## config.mk

```make
export PLATFORM = sky130hd
export DESIGN_NAME = seq_divider_flat
export DESIGN_NICKNAME = d
export VERILOG_FILES = /design/src/rtl/seq_divider_if.sv /design/src/rtl/seq_divider.sv /design/src/flat_wrapper.sv
export SDC_FILE = /design/constraint.sdc
export NUM_CORES = 1
export LEC_CHECK = 0
export CAP_MARGIN = 40
export CORE_MARGIN = 2
export CORE_UTILIZATION = 45
export CTS_CLUSTER_DIAMETER = 100
export CTS_CLUSTER_SIZE = 25
export DETAILED_ROUTE_END_ITERATION = 10
export GPL_TIMING_DRIVEN = 0
export PLACE_DENSITY = 0.71
export RECOVER_POWER = 25
export SKIP_CTS_REPAIR_TIMING = 1
export SLEW_MARGIN = 5
export SYNTH_ARGS = -nofsm -noshare
export SYNTH_HDL_FRONTEND = slang
export SYNTH_SLANG_ARGS = --single-unit
```

## constraint.sdc

```tcl
create_clock -name clk -period 3.1 [get_ports clk]
set_input_delay 0.775 -clock clk [delete_from_list [all_inputs] [get_ports clk]]
set_output_delay 0.775 -clock clk [all_outputs]
set_load 0.05 [all_outputs]
```

## src/rtl/seq_divider_if.sv

```systemverilog
// Operand/result handshake bundle for seq_divider.
// master drives operands and consumes results; slave is the divider.
interface seq_divider_if #(
  parameter int unsigned DW = 16,
  parameter int unsigned VW = 16
);
  logic          in_valid;
  logic          in_ready;
  logic [DW-1:0] in_dividend;
  logic [VW-1:0] in_divisor;
  logic          in_signed;
  logic          out_valid;
  logic          out_ready;
  logic [DW-1:0] out_quot;
  logic [VW-1:0] out_rem;
  logic          out_dz;

  modport master (
    output in_valid, in_dividend, in_divisor, in_signed, out_ready,
    input  in_ready, out_valid, out_quot, out_rem, out_dz
  );

  modport slave (
    input  in_valid, in_dividend, in_divisor, in_signed, out_ready,
    output in_ready, out_valid, out_quot, out_rem, out_dz
  );
endinterface

```

## src/rtl/seq_divider.sv

```systemverilog
// Sequential restoring divider, one quotient bit per clock, valid/ready on both sides.
// Define DIV_SIGNED_EN to compile in two's-complement operation selected by in_signed.
module seq_divider #(
  parameter int unsigned DW = 16,
  parameter int unsigned VW = 16
) (
  input  logic            clk,
  input  logic            rst_n,
  seq_divider_if.slave    bus
);
  localparam int unsigned CW = $clog2(DW);

  typedef enum logic [1:0] {IDLE, CALC, FIX, DONE} state_t;

  state_t        state_q, state_d;
  logic [CW-1:0] cnt_q, cnt_d;
  logic [DW-1:0] quo_q, quo_d;
  logic [VW-1:0] rem_q, rem_d;
  logic [VW-1:0] dvs_q, dvs_d;
  logic          dz_q, dz_d;
  logic          in_ready_q, in_ready_d;
  logic          out_valid_q, out_valid_d;
  logic [DW-1:0] out_quot_q, out_quot_d;
  logic [VW-1:0] out_rem_q, out_rem_d;
  logic          out_dz_q, out_dz_d;

  logic [DW-1:0] a_mag;
  logic [VW-1:0] b_mag;
  logic [DW-1:0] quot_fix;
  logic [VW-1:0] rem_fix;
  logic          div_zero;
  logic [VW:0]   rem_sh;
  logic [VW-1:0] rem_sub;
  logic          rem_ge;

`ifdef DIV_SIGNED_EN
  logic sign_a, sign_b;
  logic neg_q_q, neg_q_d, neg_r_q, neg_r_d;

  assign sign_a   = bus.in_signed & bus.in_dividend[DW-1];
  assign sign_b   = bus.in_signed & bus.in_divisor[VW-1];
  assign a_mag    = sign_a ? (~bus.in_dividend + DW'(1)) : bus.in_dividend;
  assign b_mag    = sign_b ? (~bus.in_divisor + VW'(1)) : bus.in_divisor;
  assign quot_fix = neg_q_q ? (~quo_q + DW'(1)) : quo_q;
  assign rem_fix  = neg_r_q ? (~rem_q + VW'(1)) : rem_q;

  // Sign of the result: quotient negated on differing signs, remainder follows the dividend
  always_comb begin
    neg_q_d = neg_q_q;
    neg_r_d = neg_r_q;
    if (state_q == IDLE && bus.in_valid) begin
      neg_q_d = sign_a ^ sign_b;
      neg_r_d = sign_a;
    end
  end

  always_ff @(posedge clk or negedge rst_n) begin
    if (!rst_n) begin
      neg_q_q <= 1'b0;
      neg_r_q <= 1'b0;
    end else begin
      neg_q_q <= neg_q_d;
      neg_r_q <= neg_r_d;
    end
  end
`else
  logic unused_signed;
  assign unused_signed = bus.in_signed;
  assign a_mag    = bus.in_dividend;
  assign b_mag    = bus.in_divisor;
  assign quot_fix = quo_q;
  assign rem_fix  = rem_q;
`endif

  assign div_zero = (bus.in_divisor == '0);

  // One restoring step: shift in the next dividend bit, subtract when it fits
  assign rem_sh  = {rem_q, quo_q[DW-1]};
  assign rem_ge  = (rem_sh >= {1'b0, dvs_q});
  assign rem_sub = VW'(rem_sh - {1'b0, dvs_q});

  always_comb begin
    state_d     = state_q;
    cnt_d       = cnt_q;
    quo_d       = quo_q;
    rem_d       = rem_q;
    dvs_d       = dvs_q;
    dz_d        = dz_q;
    in_ready_d  = in_ready_q;
    out_valid_d = out_valid_q;
    out_quot_d  = out_quot_q;
    out_rem_d   = out_rem_q;
    out_dz_d    = out_dz_q;
    case (state_q)
      IDLE: begin
        if (bus.in_valid) begin
          // Raw dividend is kept on divide-by-zero so its low bits become the remainder
          dz_d       = div_zero;
          quo_d      = div_zero ? bus.in_dividend : a_mag;
          dvs_d      = b_mag;
          rem_d      = '0;
          cnt_d      = '0;
          in_ready_d = 1'b0;
          state_d    = div_zero ? FIX : CALC;
        end
      end
      CALC: begin
        quo_d = {quo_q[DW-2:0], rem_ge};
        rem_d = rem_ge ? rem_sub : rem_sh[VW-1:0];
        cnt_d = cnt_q + CW'(1);
        if (cnt_q == CW'(DW - 1)) state_d = FIX;
      end
      FIX: begin
        out_valid_d = 1'b1;
        if (dz_q) begin
          out_quot_d = '1;
          out_rem_d  = quo_q[VW-1:0];
          out_dz_d   = 1'b1;
        end else begin
          out_quot_d = quot_fix;
          out_rem_d  = rem_fix;
          out_dz_d   = 1'b0;
        end
        state_d = DONE;
      end
      DONE: begin
        if (bus.out_ready) begin
          out_valid_d = 1'b0;
          in_ready_d  = 1'b1;
          state_d     = IDLE;
        end
      end
      default: begin
        in_ready_d = 1'b1;
        state_d    = IDLE;
      end
    endcase
  end

  always_ff @(posedge clk or negedge rst_n) begin
    if (!rst_n) begin
      state_q     <= IDLE;
      cnt_q       <= '0;
      quo_q       <= '0;
      rem_q       <= '0;
      dvs_q       <= '0;
      dz_q        <= 1'b0;
      in_ready_q  <= 1'b1;
      out_valid_q <= 1'b0;
      out_quot_q  <= '0;
      out_rem_q   <= '0;
      out_dz_q    <= 1'b0;
    end else begin
      state_q     <= state_d;
      cnt_q       <= cnt_d;
      quo_q       <= quo_d;
      rem_q       <= rem_d;
      dvs_q       <= dvs_d;
      dz_q        <= dz_d;
      in_ready_q  <= in_ready_d;
      out_valid_q <= out_valid_d;
      out_quot_q  <= out_quot_d;
      out_rem_q   <= out_rem_d;
      out_dz_q    <= out_dz_d;
    end
  end

  assign bus.in_ready  = in_ready_q;
  assign bus.out_valid = out_valid_q;
  assign bus.out_quot  = out_quot_q;
  assign bus.out_rem   = out_rem_q;
  assign bus.out_dz    = out_dz_q;
endmodule

```

## src/flat_wrapper.sv

```systemverilog
// flat-port wrapper written by rule: the top's interface ports become plain ports
module seq_divider_flat 
#(
  parameter int unsigned DW = 16,
  parameter int unsigned VW = 16
)
  (clk, rst_n, bus_in_valid, bus_in_dividend, bus_in_divisor, bus_in_signed, bus_out_ready, bus_in_ready, bus_out_valid, bus_out_quot, bus_out_rem, bus_out_dz);
  seq_divider_if #(.DW(DW), .VW(VW)) bus_i ();
  input  logic clk;
  input  logic rst_n;
  input wire logic [$bits(bus_i.in_valid)-1:0] bus_in_valid;
  input wire logic [$bits(bus_i.in_dividend)-1:0] bus_in_dividend;
  input wire logic [$bits(bus_i.in_divisor)-1:0] bus_in_divisor;
  input wire logic [$bits(bus_i.in_signed)-1:0] bus_in_signed;
  input wire logic [$bits(bus_i.out_ready)-1:0] bus_out_ready;
  output wire logic [$bits(bus_i.in_ready)-1:0] bus_in_ready;
  output wire logic [$bits(bus_i.out_valid)-1:0] bus_out_valid;
  output wire logic [$bits(bus_i.out_quot)-1:0] bus_out_quot;
  output wire logic [$bits(bus_i.out_rem)-1:0] bus_out_rem;
  output wire logic [$bits(bus_i.out_dz)-1:0] bus_out_dz;
  assign bus_i.in_valid = bus_in_valid;
  assign bus_i.in_dividend = bus_in_dividend;
  assign bus_i.in_divisor = bus_in_divisor;
  assign bus_i.in_signed = bus_in_signed;
  assign bus_i.out_ready = bus_out_ready;
  assign bus_in_ready = bus_i.in_ready;
  assign bus_out_valid = bus_i.out_valid;
  assign bus_out_quot = bus_i.out_quot;
  assign bus_out_rem = bus_i.out_rem;
  assign bus_out_dz = bus_i.out_dz;
  seq_divider #(.DW(DW), .VW(VW)) u_core (.clk(clk), .rst_n(rst_n), .bus(bus_i));
endmodule
```

==> reports/results.tsv, run 1 <==
stage	metric	value	unit
setup_path	critical-path-top-delay-family	compound AO/OA/AOI/OAI gates	
clock_network	cts_tree	yes	
detailed_routing	drc	0	
yosys	syn_inst	498	
sta	setup_total_negative_slack	0	ps
global_route	antenna_found_initial	0	
final_layout	diodes	0	
setup_path	crit_slowest_cell	dfrtp_1	
yosys	synth_common_cells	89 x dfrtp_1, 68 x nor2_1, 49 x a21oi_1	
detailed_routing	via_count	3879	
final_layout	multi_input_area	2370	um2
yosys	ys_seq_elements	90	
yosys	synth_top_area_share	46.2	%
final_layout	fin_cells	720	
setup_path	crit_fanout	10	
yosys	synth-edff-count	0	
sta	timing.fmax	396	MHz
detailed_routing	wl_per_cell	16.0	um
yosys	synth_compound_area_share	14.9	%
yosys	yosys.area_share.simple	13.4	%
pwr	cellLeakagePower	2.49	nW
placement	numPortBuffers	69	
placement	dp_hpwl	8880	um
yosys	synth_area_leaders	dfrtp_1 46%, mux2i_1 8.7%, ha_1 5.5%, nor2_1 5.3%, a21oi_1 5.1%	
yosys	synthXorXnorAreaFrac	2.18	%
setup_path	path_depth	9	
clock_network	cts-root-buf	clkbuf_8	
yosys	synth_cell_types	47	
final_layout	syn2layout_area_growth	22.0	%
clock_network	cts.sinks	90	
global_route	track_usage	21.2	%
die	row_count	37	
sta	fin_crit_sh	81.4	%
placement	post_dp_cell_area	5710	um2
setup_path	timing.critical_path.buf_inv	1	
yosys	synth_top_family_by_area	compound AO/OA/AOI/OAI gates	
detailed_routing	finalWirelength	11500	um
yosys	yosysWarnings	0	
clock_network	cts.clk_slew.worst_paths	90	ps
final_layout	num-nets-final	638	
sta	hold_ws	516	ps
yosys	synth.area.mux_share	12.9	%
sta	slew_headroom	6.54	%
sta	finalSetupViolCount	0	
detailed_routing	antenna_left	0	
status	outcome	completed	
sta	fin_crit	2520	ps
setup_path	worstPathArrival	2770	ps
yosys	synth_async_sr_flop_share	100	%
global_route	grt_max_degree	66	
sta	skew	13.0	ps
final_layout	postLayoutCellArea	5880	um2
die	num_io_pins	72	
yosys	synth_top_flop_cell	dfrtp_1	
die	fp.dieH	107	um
setup_path	rrSetupSlack	580	ps
clock_network	cts_buffers	9	
final_layout	fillers	919	
detailed_routing	drtIter0Drc	198	
yosys	syn_avg_cell_area	9.68	um2
setup_path	critPathCaptureType	register	
setup_path	critPathLaunchType	register	
pwr	power	7.35	mW
die	die_x	107	um
sta	fin_ws	577	ps
yosys	postSynthNetCount	557	
sta	rsz0062_at_grt	false	
flow_run	maxCapViolCount	0	
final_layout	final_core_util	56.7	%
die	core_area	10400	um2
clock_network	htree_levels	3	
global_route	grt_pass1_vias	3788	
hold_path	hold_path_depth	1	
detailed_routing	firstDrtPassIters	4	
setup_path	rr_worst_depth	9	
setup_path	critPathMaxStageDelay	450	ps
setup_path	critPathKind	register to register	
die	dieArea	11600	um2
global_route	grt_overflow	0	
clock_network	clk_latency	380	ps
pwr	peakVddDrop	0.651	mV
clock_network	clk_path_buf_depth	2	
placement	placed_cells	704	
yosys	yosysSeqAreaShare	46.8	%
yosys	yosysMostFrequentCell	dfrtp_1	
yosys	synthAdderAreaFrac	5.87	%
sta	slew_viol_final	0	
yosys	synthesis.area	4820	um2
hold_path	hp-class	register to register	
setup_path	required	3350	ps
die	initial_core_util	46.5	%
yosys	yosysTopAreaCell	dfrtp_1	
final_layout	regArea	2250	um2
sta	worst_pin_slew	1400	ps
pwr	powerDensity	1250	nW/um2
placement	post-place-ws	587	ps
detailed_routing	vias_per_cell	5.39	
setup_path	crit_chain	ha_1 -> a21oi_1 -> o21ai_0 -> nor2b_1 -> nor2_1 -> a21oi_4 -> buf_8 -> mux2i_1 -> o21ai_1	
global_route	grt_pass1_wl	19100	um
sta	final_hold_viol_count	0	
final_layout	drive_above_1_share	7.53	%
placement	place_congestion	0.816	
[power breakdown]
| group | switching, mW | total [mW] | internal (mW) |
|---|---|---|---|
| logic | 2.62 | 4.28 | 1.66 |
| registers | 0.481 | 2.23 | 1.75 |
| clock network | 0.460 | 0.842 | 0.382 |
| total | 3.56 | 7.35 | 3.79 |
[area by class of cell]
class,instances,share of cell area (%)
flip-flops and latches,90,38.3
plain buffers,24,1.72
inverters,24,1.53
multi-input cells,360,40.4
repair buffers,70,11.8
well taps,136,2.89
clock buffers,10,2.17
clock inverters,6,1.23
[per-layer routing]
metal / track usage [%] / vias to the layer above / share of wire, %
li1: - / 1889 / -
met1: 29.5 / 1850 / 45
met2: 34.1 / 127 / 46
met3: 3.03 / 13 / 6.8
met4: 7.14 / 0 / 1.4
met5: 0 / - / 0
[state kept, by name, summed over array words and instances (netlist names)]
signal,cells
u_core.bus.out_quot,16
u_core.bus.out_rem,16
u_core.dvs_q,16
u_core.quo_q,16
u_core.rem_fix,16
u_core.cnt_q,4
u_core.state_q,2
u_core.bus.in_ready,1
u_core.bus.out_dz,1
u_core.bus.out_valid,1
u_core.dz_q,1
[cell families (layout without fill, tap and decap cells)]
family          Yosys count  count (layout)
compound gates          121             121
simple gates            145             145
fa+ha+maj                22              22
mux                      60              60
xor+xnor                 12              12
buf+inv                  48             134
flops                    90              90
[worst reg2reg max path, cell delays in order, from the launching register on]
cell	delay, ps
dfrtp_1	450
ha_1	420
a21oi_1	90
o21ai_0	270
nor2b_1	220
nor2_1	100
a21oi_4	350
buf_8	210
mux2i_1	210
o21ai_1	80
[cells in the final DEF, fill, tap and decap left out, types with 3 or more instances in the layout]
| cell type | instances |
|---|---|
| nor4_1 | 4 |
| clkdlybuf4s50_1 | 68 |
| nor2_1 | 68 |
| clkbuf_8 | 9 |
| xor2_1 | 3 |
| clkbuf_1 | 21 |
| mux2i_1 | 42 |
| a31oi_1 | 5 |
| a21oi_1 | 49 |
| or3_1 | 3 |
| o21ai_1 | 9 |
| nand4_1 | 4 |
| mux2_2 | 18 |
| o211ai_1 | 4 |
| a22o_1 | 4 |
| xnor2_1 | 9 |
| dfrtp_1 | 89 |
| o21ai_0 | 32 |
| o2bb2a_1 | 3 |
| nor2b_1 | 6 |
| ha_1 | 21 |
| buf_1 | 4 |
| nand2b_1 | 3 |
| inv_1 | 24 |
| nor3_1 | 3 |
| nand2_1 | 44 |
[worst paths after layout]
kind | startpoint | to
max in group asynchronous | rst_n | u_core.rem_fix[2]
worst max-delay path | u_core.rem_fix[5] | u_core.rem_fix[8]
worst max register to register | u_core.rem_fix[5] | u_core.rem_fix[8]
worst min register to register | u_core.dvs_q[5] | u_core.dvs_q[5]
min in group asynchronous | rst_n | u_core.bus.out_quot[7]
worst min-delay path | u_core.dvs_q[5] | u_core.dvs_q[5]
Power figures use the tool's default switching activity.
==> run 2: changes to the inputs <==
--- a/config.mk
+++ b/config.mk
@@ -12,7 +12,7 @@
 export CTS_CLUSTER_SIZE = 25
 export DETAILED_ROUTE_END_ITERATION = 10
 export GPL_TIMING_DRIVEN = 0
-export PLACE_DENSITY = 0.71
+export PLACE_DENSITY = 0.74
 export RECOVER_POWER = 25
 export SKIP_CTS_REPAIR_TIMING = 1
 export SLEW_MARGIN = 5
==> constraint.sdc (replaced) <==
create_clock -name clk -period 2.1 [get_ports clk]
set_input_delay 0.525 -clock clk [delete_from_list [all_inputs] [get_ports clk]]
set_output_delay 0.525 -clock clk [all_outputs]
set_load 0.05 [all_outputs]
==> reports/results.tsv, run 2 (synthesized netlist as in run 1, its figures left out) <==
stage	metric	value	unit	change
global_route	grt_pass1_wl	18500	um	-3.3%
status	violations	max-capacitance violations, max-slew violations, negative setup slack		
die	fp.dieH	107	um	unchanged
sta	slew_viol_final	29		+29
sta	fin_crit	2280	ps	-242 ps
die	dieArea	11600	um2	unchanged
clock_network	cts-root-buf	clkbuf_8		
placement	dp_hpwl	8870	um	about the same
pwr	p_sw_share	47.4	%	-1.1 points
setup_path	rr_endpoint	u_core.rem_fix[6]		
detailed_routing	via_count	3954		+1.9%
clock_network	htree_levels	3		unchanged
setup_path	crit_chain	ha_4 -> nand3_4 -> o21bai_4 -> a211oi_2 -> nor2_2 -> a21oi_4 -> buf_8 -> mux2i_1 -> o21ai_1		
setup_path	critPathCaptureType	register		
hold_path	hp-class	register to register		
die	row_count	37		unchanged
global_route	grt_max_degree	64		-3.0%
status	outcome	finished with violations		
pwr	p_sw	5.50	mW	+54%
pwr	share_comb_of_total_power	60.9	%	+2.7 points
placement	place_congestion	0.911		+12%
sta	final_hold_viol_count	0		unchanged
die	core_area	10400	um2	unchanged
global_route	use_met3	3.81	%	+0.79 points
pwr	powerDensity	1860	nW/um2	+49%
global_route	top_usage_layer	met2		
global_route	grtUsageMet1	28.0	%	-1.5 points
global_route	grt_pass1_vias	3779		-0.24%
sta	timing.fmax	438	MHz	+11%
clock_network	clk_path_buf_depth	2		unchanged
hold_path	hold_path_depth	1		unchanged
pwr	peakVddDrop	0.854	mV	+31%
final_layout	layout_common_cells	82 x dfrtp_1, 67 x nor2_1, 50 x clkdlybuf4s50_1		
clock_network	cts.clk_slew.worst_paths	90	ps	about the same
clock_network	cts_buffers	9		unchanged
sta	worst_pin_slew	1530	ps	+128 ps
setup_path	critPathMaxStageDelay	460	ps	about the same
sta	fin_crit_sh	109	%	+27 points
die	die_x	107	um	unchanged
setup_path	worstPathArrival	2510	ps	-260 ps
final_layout	syn2layout_area_growth	29.7	%	
sta	setup_total_negative_slack	-1910	ps	-1910 ps
hold_path	hp-start	u_core.dvs_q[11]		
global_route	antenna_found_initial	0		unchanged
final_layout	drive_above_1_share	15.6	%	+8.1 points
final_layout	num-nets-final	650		+1.9%
setup_path	critPathKind	register to register		
clock_network	cts.sinks	90		unchanged
sta	hold_ws	510	ps	-5.42 ps
placement	numPortBuffers	69		unchanged
global_route	met2_usage	32.7	%	-1.4 points
setup_path	r2r-start	u_core.rem_fix[3]		
global_route	track_usage	20.3	%	-0.88 points
pwr	power_frac_clock	10.6	%	-0.9 points
setup_path	crit_slowest_cell	dfrtp_1		
die	initial_core_util	46.5	%	unchanged
hold_path	min_to	u_core.dvs_q[11]		
pwr	power.internal	6.11	mW	+61%
pwr	cellLeakagePower	2.76	nW	+11%
clock_network	cts_tree	yes		
detailed_routing	drtIter0Drc	226		+14%
detailed_routing	drc	0		unchanged
setup_path	required	2330	ps	-1020 ps
detailed_routing	vias_per_cell	5.41		+0.40%
final_layout	diodes	0		unchanged
detailed_routing	antenna_left	0		unchanged
flow_run	maxCapViolCount	1		+1
setup_path	critPathLaunchType	register		
setup_path	rr_worst_depth	9		unchanged
detailed_routing	firstDrtPassIters	5		+1
sta	finalSetupViolCount	16		+16
setup_path	crit_fanout	10		unchanged
pwr	seqPwrFrac	28.6	%	-1.7 points
sta	fin_ws	-181	ps	-758 ps
setup_path	rrSetupSlack	-180	ps	-760 ps
global_route	grt_overflow	0		unchanged
sta	skew	10.3	ps	-2.77 ps
detailed_routing	finalWirelength	11700	um	+1.3%
sta	slew_headroom	-2.01	%	-8.5 points
clock_network	clk_latency	360	ps	-20 ps
detailed_routing	wl_per_cell	15.9	um	-0.25%
die	num_io_pins	72		unchanged
final_layout	final_common_cell	dfrtp_1		
sta	rsz0062_at_grt	true		
==> run 2: cell types whose count changed in the layout (fill, tap and decap cells not counted), moves of 7 or more <==
cell	delta
ha_4	+11
clkbuf_2	+8
dfrtp_2	+7
ha_1	-12
clkbuf_1	-8
clkdlybuf4s50_1	-18
dlymetal6s2s_1	+18
dfrtp_1	-7
buf_4	+11
==> run 2: worst max path at each step <==
stage               cells past startpoint                 end              start
floorplan                               9   u_core.rem_fix[8]  u_core.rem_fix[3]
finish                                  9   u_core.rem_fix[6]  u_core.rem_fix[3]
global route                            8   u_core.rem_fix[8]  u_core.rem_fix[7]
global placement                        1  u_core.rem_fix[10]              rst_n
detailed placement                      9   u_core.rem_fix[6]  u_core.rem_fix[5]
CTS                                     9   u_core.rem_fix[8]  u_core.rem_fix[5]
==> run 2: layer usage <==
layer | wire (um) | up-vias
met5 | 0 | -
met4 | 163 | 0
met3 | 660 | 15
met2 | 5490 | 139
met1 | 5340 | 1879
li1 | - | 1921
==> run 2: stage by stage <==
| step | setup slack, ps | util (%) | instance area [um2] | cells | power, mW |
|---|---|---|---|---|---|
| finish | -181 | 60.3 | 6250 | 731 | 11.6 |
| global route | -316 | 60.3 | 6250 | 731 | 12.4 |
| CTS | -427 | 58.3 | 6050 | 719 | 11.2 |
| detailed placement | -396 | 56.4 | 5850 | 704 | 10.0 |
| global placement | -2710 | 56.2 | 5830 | 703 | 9.81 |
| floorplan | -33.2 | - | 4960 | 498 | 8.15 |
==> run 2: power groups by stage <==
stage	Combinational (mW)	Sequential, mW	Clock [mW]
2_1_floorplan	3.86	4.29	0
3_3_place_gp	6.52	3.29	0
3_5_place_dp	6.68	3.34	0
4_1_cts	6.71	3.30	1.24
5_1_grt	7.66	3.44	1.32
6_report	7.07	3.32	1.23
==> run 2: area by class of cell <==
| type | instances | area, um2 |
|---|---|---|
| Clock inverter | 6 | 73.8 |
| Fill cell | 867 | 4120 |
| Sequential cell | 90 | 2260 |
| Multi-Input combinational cell | 360 | 2580 |
| Clock buffer | 9 | 124 |
| Timing Repair Buffer | 82 | 835 |
| Buffer | 24 | 111 |
| Inverter | 24 | 90.1 |
| Tap cell | 136 | 170 |
==> run 2: worst max-delay path, delay by kind of cell, from the launching register on <==
| family | cells | cell delay, ps |
|---|---|---|
| AOI/OAI and AO/OA | 4 | 760 |
| adders and majority gates | 1 | 340 |
| muxes | 1 | 220 |
| DFF | 1 | 460 |
| and+or+nand+nor | 2 | 180 |
| buffers and inverters | 1 | 190 |
==> run 3: changes to the inputs <==
--- a/config.mk
+++ b/config.mk
@@ -12,6 +12,7 @@
 export CTS_CLUSTER_SIZE = 25
 export DETAILED_ROUTE_END_ITERATION = 10
 export GPL_TIMING_DRIVEN = 0
+export HOLD_SLACK_MARGIN = 0.08
 export PLACE_DENSITY = 0.74
 export RECOVER_POWER = 25
 export SKIP_CTS_REPAIR_TIMING = 1
==> results of run 3 <==
The final DEF is identical to that of run 2; final timing and power are the same.
